==> config.mk <==
export PLATFORM = sky130hd
export DESIGN_NAME = truth_table_sweeper_flat
export DESIGN_NICKNAME = d
export VERILOG_FILES = /design/src/rtl/truth_table_sweeper_if.sv /design/src/rtl/truth_table_sweeper.sv /design/src/flat_wrapper.sv
export SDC_FILE = /design/constraint.sdc
export NUM_CORES = 1
export LEC_CHECK = 0
export CAP_MARGIN = 20
export CORE_ASPECT_RATIO = 0.5
export CORE_MARGIN = 2
export CORE_UTILIZATION = 50
export DETAILED_ROUTE_END_ITERATION = 8
export GPL_TIMING_DRIVEN = 0
export MAX_ROUTING_LAYER = met4
export PLACE_DENSITY = 0.73
export SYNTH_ARGS = -nofsm -noshare
export SYNTH_HDL_FRONTEND = slang
export SYNTH_SLANG_ARGS = --single-unit
export TNS_END_PERCENT = 20
==> constraint.sdc <==
create_clock -name clk -period 2.21 [get_ports clk]
set_input_delay 0.3315 -clock clk [delete_from_list [all_inputs] [get_ports clk]]
set_output_delay 0.3315 -clock clk [all_outputs]
set_load 0.01 [all_outputs]
==> src/rtl/truth_table_sweeper_if.sv <==
// ============================================================================
// Module   : truth_table_sweeper_if
// Brief    : Control/result bundle between a sweep controller and the sweeper.
// Revision : 1.0 - initial release
// ============================================================================
`default_nettype none

interface truth_table_sweeper_if #(
  parameter int N_IN = 4
);
  logic                   start;
  logic                   abort;
  logic                   y_in;
  logic [N_IN-1:0]        vec_out;
  logic                   busy;
  logic                   done;
  logic [(1<<N_IN)-1:0]   truth_table;
  logic [N_IN:0]          ones_count;

  modport master (
    output start, abort, y_in,
    input  vec_out, busy, done, truth_table, ones_count
  );

  modport slave (
    input  start, abort, y_in,
    output vec_out, busy, done, truth_table, ones_count
  );
endinterface

`default_nettype wire

==> src/rtl/truth_table_sweeper.sv <==
// ============================================================================
// Module   : truth_table_sweeper
// Brief    : Drives every input vector into a combinational block and records
//            its output as a packed truth table plus a count of ones.
// Revision : 1.0 - initial release
// ============================================================================
`default_nettype none

module truth_table_sweeper #(
  parameter int N_IN          = 4,
  parameter int SETTLE_CYCLES = 2
) (
  input  wire                          clk,
  input  wire                          rst_n,
  truth_table_sweeper_if.slave         bus
);

  localparam int                c_TT_W        = 1 << N_IN;
  localparam bit                c_ZERO_SETTLE = (SETTLE_CYCLES == 0);
  localparam logic [3:0]        c_SETTLE_LAST = (SETTLE_CYCLES == 0) ? 4'd0 : 4'(SETTLE_CYCLES - 1);
  localparam logic [N_IN-1:0]   c_VEC_LAST    = {N_IN{1'b1}};

  typedef enum logic [1:0] {
    IDLE   = 2'd0,
    SETTLE = 2'd1,
    SAMPLE = 2'd2,
    DONE   = 2'd3
  } state_t;

  state_t              r_state;
  state_t              w_state_next;
  logic [3:0]          r_cnt;
  logic [3:0]          w_cnt_next;
  logic [N_IN-1:0]     r_vec;
  logic [N_IN-1:0]     w_vec_next;
  logic [c_TT_W-1:0]   r_tt;
  logic [c_TT_W-1:0]   w_tt_next;
  logic [N_IN:0]       r_ones;
  logic [N_IN:0]       w_ones_next;
  logic                r_busy;
  logic                r_done;
  logic                w_busy_next;
  logic                w_done_next;

  always_ff @(posedge clk or negedge rst_n) begin
    if (!rst_n) begin
      r_state <= IDLE;
      r_cnt   <= '0;
      r_vec   <= '0;
      r_tt    <= '0;
      r_ones  <= '0;
      r_busy  <= 1'b0;
      r_done  <= 1'b0;
    end else begin
      r_state <= w_state_next;
      r_cnt   <= w_cnt_next;
      r_vec   <= w_vec_next;
      r_tt    <= w_tt_next;
      r_ones  <= w_ones_next;
      r_busy  <= w_busy_next;
      r_done  <= w_done_next;
    end
  end

  always_comb begin
    w_state_next = r_state;
    w_cnt_next   = r_cnt;
    w_vec_next   = r_vec;
    w_tt_next    = r_tt;
    w_ones_next  = r_ones;

    case (r_state)
      IDLE: begin
        if (bus.start) begin
          w_tt_next    = '0;
          w_ones_next  = '0;
          w_vec_next   = '0;
          w_cnt_next   = '0;
          w_state_next = c_ZERO_SETTLE ? SAMPLE : SETTLE;
        end
      end
      SETTLE: begin
        if (bus.abort) begin
          w_state_next = IDLE;
          w_vec_next   = '0;
          w_cnt_next   = '0;
        end else if (r_cnt == c_SETTLE_LAST) begin
          w_cnt_next   = '0;
          w_state_next = SAMPLE;
        end else begin
          w_cnt_next   = r_cnt + 4'd1;
        end
      end
      SAMPLE: begin
        // Abort beats the sample: nothing from this cycle is recorded.
        if (bus.abort) begin
          w_state_next = IDLE;
          w_vec_next   = '0;
          w_cnt_next   = '0;
        end else begin
          w_tt_next[r_vec] = bus.y_in;
          w_ones_next      = r_ones + {{N_IN{1'b0}}, bus.y_in};
          if (r_vec == c_VEC_LAST) begin
            w_state_next = DONE;
          end else begin
            w_vec_next   = r_vec + 1'b1;
            w_state_next = c_ZERO_SETTLE ? SAMPLE : SETTLE;
          end
        end
      end
      DONE: begin
        w_state_next = IDLE;
      end
      default: begin
        w_state_next = IDLE;
      end
    endcase
  end

  // Status flags are decoded from the next state so they leave a flop.
  assign w_busy_next = (w_state_next == SETTLE) || (w_state_next == SAMPLE);
  assign w_done_next = (w_state_next == DONE);

  assign bus.vec_out     = r_vec;
  assign bus.busy        = r_busy;
  assign bus.done        = r_done;
  assign bus.truth_table = r_tt;
  assign bus.ones_count  = r_ones;

endmodule

`default_nettype wire

==> src/flat_wrapper.sv <==
// flat-port wrapper written by rule: the top's interface ports become plain ports
module truth_table_sweeper_flat 
#(
  parameter int N_IN          = 4,
  parameter int SETTLE_CYCLES = 2
)
  (clk, rst_n, bus_start, bus_abort, bus_y_in, bus_vec_out, bus_busy, bus_done, bus_truth_table, bus_ones_count);
  truth_table_sweeper_if #(.N_IN(N_IN)) bus_i ();
  input  wire clk;
  input  wire rst_n;
  input wire logic [$bits(bus_i.start)-1:0] bus_start;
  input wire logic [$bits(bus_i.abort)-1:0] bus_abort;
  input wire logic [$bits(bus_i.y_in)-1:0] bus_y_in;
  output wire logic [$bits(bus_i.vec_out)-1:0] bus_vec_out;
  output wire logic [$bits(bus_i.busy)-1:0] bus_busy;
  output wire logic [$bits(bus_i.done)-1:0] bus_done;
  output wire logic [$bits(bus_i.truth_table)-1:0] bus_truth_table;
  output wire logic [$bits(bus_i.ones_count)-1:0] bus_ones_count;
  assign bus_i.start = bus_start;
  assign bus_i.abort = bus_abort;
  assign bus_i.y_in = bus_y_in;
  assign bus_vec_out = bus_i.vec_out;
  assign bus_busy = bus_i.busy;
  assign bus_done = bus_i.done;
  assign bus_truth_table = bus_i.truth_table;
  assign bus_ones_count = bus_i.ones_count;
  truth_table_sweeper #(.N_IN(N_IN), .SETTLE_CYCLES(SETTLE_CYCLES)) u_core (.clk(clk), .rst_n(rst_n), .bus(bus_i));
endmodule
# Word level (Yosys, flattened, before mapping)
# Cells that the tools add are included.
[totals]
inputBits = 5
wordCells = 56
reg_bits = 33
[op_classes]
n_reduce_logical = 8
add_sub_neg = 3
eq_ne = 13
n_mux = 23
order_cmp = 2
[op_table]
columns = ["operator", "count"]
rows = [
  ["$mux 16", 2],
  ["$pmux 16 s2", 1],
  ["$mux 4", 6],
  ["$pmux 4 s3", 2],
  ["$bwmux 16", 1],
  ["$mux 2", 5],
  ["$mux 5", 2],
  ["$pmux 5 s2", 1],
  ["$add 4x1->4 const B", 2],
  ["$eq 2x2->1 const B", 4],
  ["$ne 2x2->1 const B", 4],
  ["$pmux 2 s4", 1],
  ["$reduce_and 3->1", 2],
  ["$add 5x1->5", 1],
  ["$lt 4x5->1 const B", 1],
  ["$demux 1 s4", 1],
  ["$eq 2x1->1 const B", 2],
  ["$eq 4x1->1 const B", 1],
  ["$eq 4x4->1 const B", 1],
  ["$ge 4x1->1 const B", 1],
  ["$reduce_and 4->1", 1],
  ["$ne 3x3->1 const B", 1],
  ["$reduce_bool 3->1", 1],
  ["$logic_not 2->1", 1],
  ["other kinds (4)", 4],
]

# Logic depth before layout (Yosys ltp)
[depth]
word_depth = 7
ltp_mapped = 7
mapped_depth_nobuf = 6

# Worst setup path after synthesis
# No wires, ideal clock.
[synth_path]
kind = "reg-to-reg"
start = "register u_core.r_vec[0] (netlist: u_core.bus.vec_out[0])"
end = "register u_core.r_vec[3] (netlist: u_core.bus.vec_out[3])"
t_required_ns = 2.133
stages_incl_launch_ff = 7
arrival_time_ns = 1.810
slack_ns = 0.322
synth_period_minus_slack_ns = 1.888
cell_sequence = "dfrtp_1 ha_1 buf_6 and3_1 a221o_1 or3_1 a21oi_1"
[synth_via]
elab_chain_len = 4
[synth_rtl]
columns = ["item", "line_no", "text"]
rows = [
  ["start, declared", "truth_table_sweeper.sv:34", "logic [N_IN-1:0] r_vec;"],
  ["start signal, assigned", "truth_table_sweeper.sv:57", "r_vec <= w_vec_next;"],
  ["$add 4x1->4", "truth_table_sweeper.sv:106", "w_vec_next = r_vec + 1'b1;"],
  ["$mux 4", "truth_table_sweeper.sv:103", "if (r_vec == c_VEC_LAST) begin"],
  ["$mux 4", "truth_table_sweeper.sv:96", "if (bus.abort) begin"],
  ["$pmux 4 s3", "truth_table_sweeper.sv:72", "case (r_state)"],
]
# Several ways; a longest one is shown, not always the timed one. The select of a mux whose other input is x is not followed.
# A chain may end at the register's enable or synchronous reset.

# Worst setup path after layout
[layout_path]
start = "register u_core.r_state[0]"
end = "register u_core.r_busy (netlist: u_core.bus.busy)"
[layout_lines]
columns = ["item", "line_no", "text"]
rows = [
  ["start, declared", "truth_table_sweeper.sv:30", "state_t r_state;"],
  ["start signal, assigned", "truth_table_sweeper.sv:55", "r_state <= w_state_next;"],
  ["$eq 2x2->1 (tied with other cells)", "truth_table_sweeper.sv:72", ""],
  ["$pmux 2 s4 *", "truth_table_sweeper.sv:72", ""],
  ["named net u_core.w_state_next[1]", "truth_table_sweeper.sv:31", "state_t w_state_next;"],
  ["$eq 2x1->1 / $eq 2x2->1 (equally long branches)", "truth_table_sweeper.sv:121", "assign w_busy_next = (w_state_next == SETTLE) || (w_state_next == SAMPLE);"],
  ["$logic_or 1x1->1 *", "truth_table_sweeper.sv:121", ""],
  ["named net u_core.w_busy_next", "truth_table_sweeper.sv:42", "logic w_busy_next;"],
  ["end signal, assigned", "truth_table_sweeper.sv:60", "r_busy <= w_busy_next;"],
  ["end, declared", "truth_table_sweeper.sv:40", "logic r_busy;"],
]
# The timed path passes the listed nets; every way through them passes the cells marked *.

==> flow_summary.toml <==
[global_routing]
grt_start_max_net_pins = 34
grt_pass1_wl_mm = 6.38
grt-ovfl-total = 0
grt_pass1_vias = 1366
track_usage = 0.222
antenna_found_initial = 0

[routing]
final_antenna_net_count = 0
finalWirelength_mm = 3.72
wl_per_cell_um = 14.1
routed_via_density = 5.50
drt-initial-drc-count = 94
firstDrtPassIters = 4
via_count = 1452
drc = 0

[sta]
layout_setup_ws_ps = 121
finalHoldViolCount = 0
period_share = 0.945
slew_headroom = 0.529
min_period_ps = 2090
fmax_mhz = 479
rsz0062_at_grt = "no"
setup_violations = 0
worst_pin_slew_ps = 707
slew_violations = 0
tns_ps = 0
holdWs_ps = 97.9
finalClockSkew_ps = 2.56

[placed_design]
pre_cts_ws_ps = 35.6
dp_hpwl_mm = 2.76
port_buffers = 30
gp_congestion = 0.828

[clock_tree]
cts_num_sinks = 33
post_cts_buffers = 0
clk_latency_ps = 280
path_clk_slew_ps = 60
cts-resized-gates = 0
cts_buffer_depth = 2
numCtsBuffers = 5
ctsHoldBuffers = 0
htreeDepth = 2
cts_tree = "done"
cts-root-buf = "clkbuf_8"

[synth]
ys_seq_area_frac = 0.484
ys_seq_elements = 33
synth_nets = 201
syn_area_per_cell_um2 = 9.13
ys_async_sr_fraction = 1.00
yosysMostFrequentCell = "nand2_1"
synth_edf_count = 0
ys.flop_type = "dfrtp_1"
syn-cell-area_um2 = 1710
yosysWarnings = 0
synth_top_area_frac = 0.484
yosys-top-cells-area = "dfrtp_1 48%, nand2_1 8.1%, ha_1 6.6%, o21ai_0 5.6%, a21oi_1 3.8%"
synthTopCellsByCount = "37 x nand2_1, 33 x dfrtp_1, 19 x o21ai_0, 13 x a21oi_1"
syn_inst = 187
synth.distinct_cells = 36
synth_top_cell_by_area = "dfrtp_1"

[power_and_ir_drop]
power.density_nw_per_um2 = 699
p_leak_uw = 0.00101
ir_drop_mv = 0.527
finalPower_uw = 1500

[critical_path]
critPathKind = "register to register"
rr_worst_depth = 7
crit-reg2reg-launch = "u_core.r_state[0]$_DFF_PN0_"
crit_fanout = 10
critical_path_buf_inv_count = 2
critPathTopFamily = "buffers and inverters"
end_kind = "register"
max_stage_delay_ps = 420
cp-start-kind = "register"
required_ps = 2370
slowest_stage = "dfrtp_1"
crit_chain = "buf_2 > nand2b_1 > clkbuf_1 > nor2_1 > a31oi_1 > nor2_1 > ha_1"
r2r_slack_ps = 120
r2r_end = "u_core.bus.busy$_DFF_PN0_"
crit_arrival_ps = 2250
cpMostUsedCell = "nor2_1"

[die]
fp.dieArea_um2 = 3930
num_io_pins = 32
die_w_um = 86.7
die-height_um = 45.3
initial_utilization = 0.545
rows = 14
coreArea_um2 = 3140

[cells_and_area]
area_growth_pct = 25.3
drive_above_1_share = 0.0580
fillerInstances = 265
finalNetCount = 238
n_antenna_cell = 0

[run]
maxCapViolations = 0

[hold_path]
min_path_type = "primary input to async pin"

[run_status]
status = "complete, no violations"
-- per-layer routing --
metal / GRT usage / vias up / wire length (um)
met5: - / - / 0
met4: 0.0594 / 0 / 44
met3: 0.0603 / 7 / 157
met2: 0.332 / 31 / 1600
met1: 0.302 / 688 / 1920
li1: - / 726 / -
-- worst reg2reg max path: cells and delay by family (launching register included) --
family | cells | cell delay, ps
adder cells (fa/ha/maj) | 1 | 280
AND/OR/NAND/NOR | 3 | 490
flip-flops | 1 | 420
AO/OA/AOI/OAI | 1 | 160
buffers and inverters | 2 | 630
-- cells by family (layout without fill, tap and decap cells) --
family / Yosys count / after routing / share of synthesized area
multiplexers: 2 / 2 / 0.0132
AND/OR/NAND/NOR: 77 / 77 / 0.214
adder cells (fa/ha/maj): 9 / 9 / 0.0659
AO/OA/AOI/OAI: 52 / 52 / 0.181
buffers and inverters: 12 / 49 / 0.0322
XOR/XNOR: 2 / 2 / 0.0103
flip-flops: 33 / 33 / 0.484
-- sequential cells by signal, indices dropped and copies added (netlist names) --
name	flops
u_core.r_cnt	4
u_core.bus.ones_count	5
u_core.bus.done	1
u_core.bus.vec_out	4
u_core.bus.truth_table	16
u_core.bus.busy	1
u_core.r_state	2
-- through the flow --
| stage | cells | area [um2] | utilization |
|---|---|---|---|
| floorplan | 187 | 1710 | - |
| detailed placement | 257 | 2050 | 0.655 |
| finish | 264 | 2140 | 0.682 |
| global route | 264 | 2140 | 0.682 |
| global placement | 257 | 2060 | 0.656 |
| CTS | 264 | 2140 | 0.682 |
-- worst max-delay path by stage --
stage	to	start	depth (start not counted)	slack (ps)
2_1_floorplan	u_core.bus.vec_out[3]$_DFFE_PN0P_	u_core.bus.vec_out[0]$_DFFE_PN0P_	6	320
3_3_place_gp	u_core.bus.ones_count[4]$_DFFE_PN0P_	bus_y_in	7	60
3_5_place_dp	u_core.bus.ones_count[4]$_DFFE_PN0P_	bus_y_in	7	40
4_1_cts	u_core.bus.busy$_DFF_PN0_	u_core.r_state[0]$_DFF_PN0_	7	140
5_1_grt	u_core.bus.busy$_DFF_PN0_	u_core.r_state[0]$_DFF_PN0_	7	8
6_report	u_core.bus.busy$_DFF_PN0_	u_core.r_state[0]$_DFF_PN0_	7	120
-- power by group --
group / internal (uW) / switching, uW
sequential: 643 / 39.2
clock: 247 / 206
combinational: 131 / 231
total: 1020 / 476
-- cell type report --
type                    instances  area (um2)  share of cell area
plain buffers                   8        40.0              0.0187
clock buffers                   7        86.3              0.0404
inverters                       4        15.0             0.00702
multi-input cells             142         827               0.387
flip-flops and latches         33         826               0.386
well taps                      40        50.0              0.0234
repair buffers                 30         295               0.138
-- cell usage in the layout (no fill, tap or decap), drive strengths merged, types with 6 or more instances in the layout --
cell type / n
a21oi: 13
clkbuf: 12
clkdlybuf4s50: 29
dfrtp: 33
ha: 9
nand2: 37
nand2b: 6
nand3: 7
nor2: 9
o21ai: 21
(Power assumes the default switching activity.)
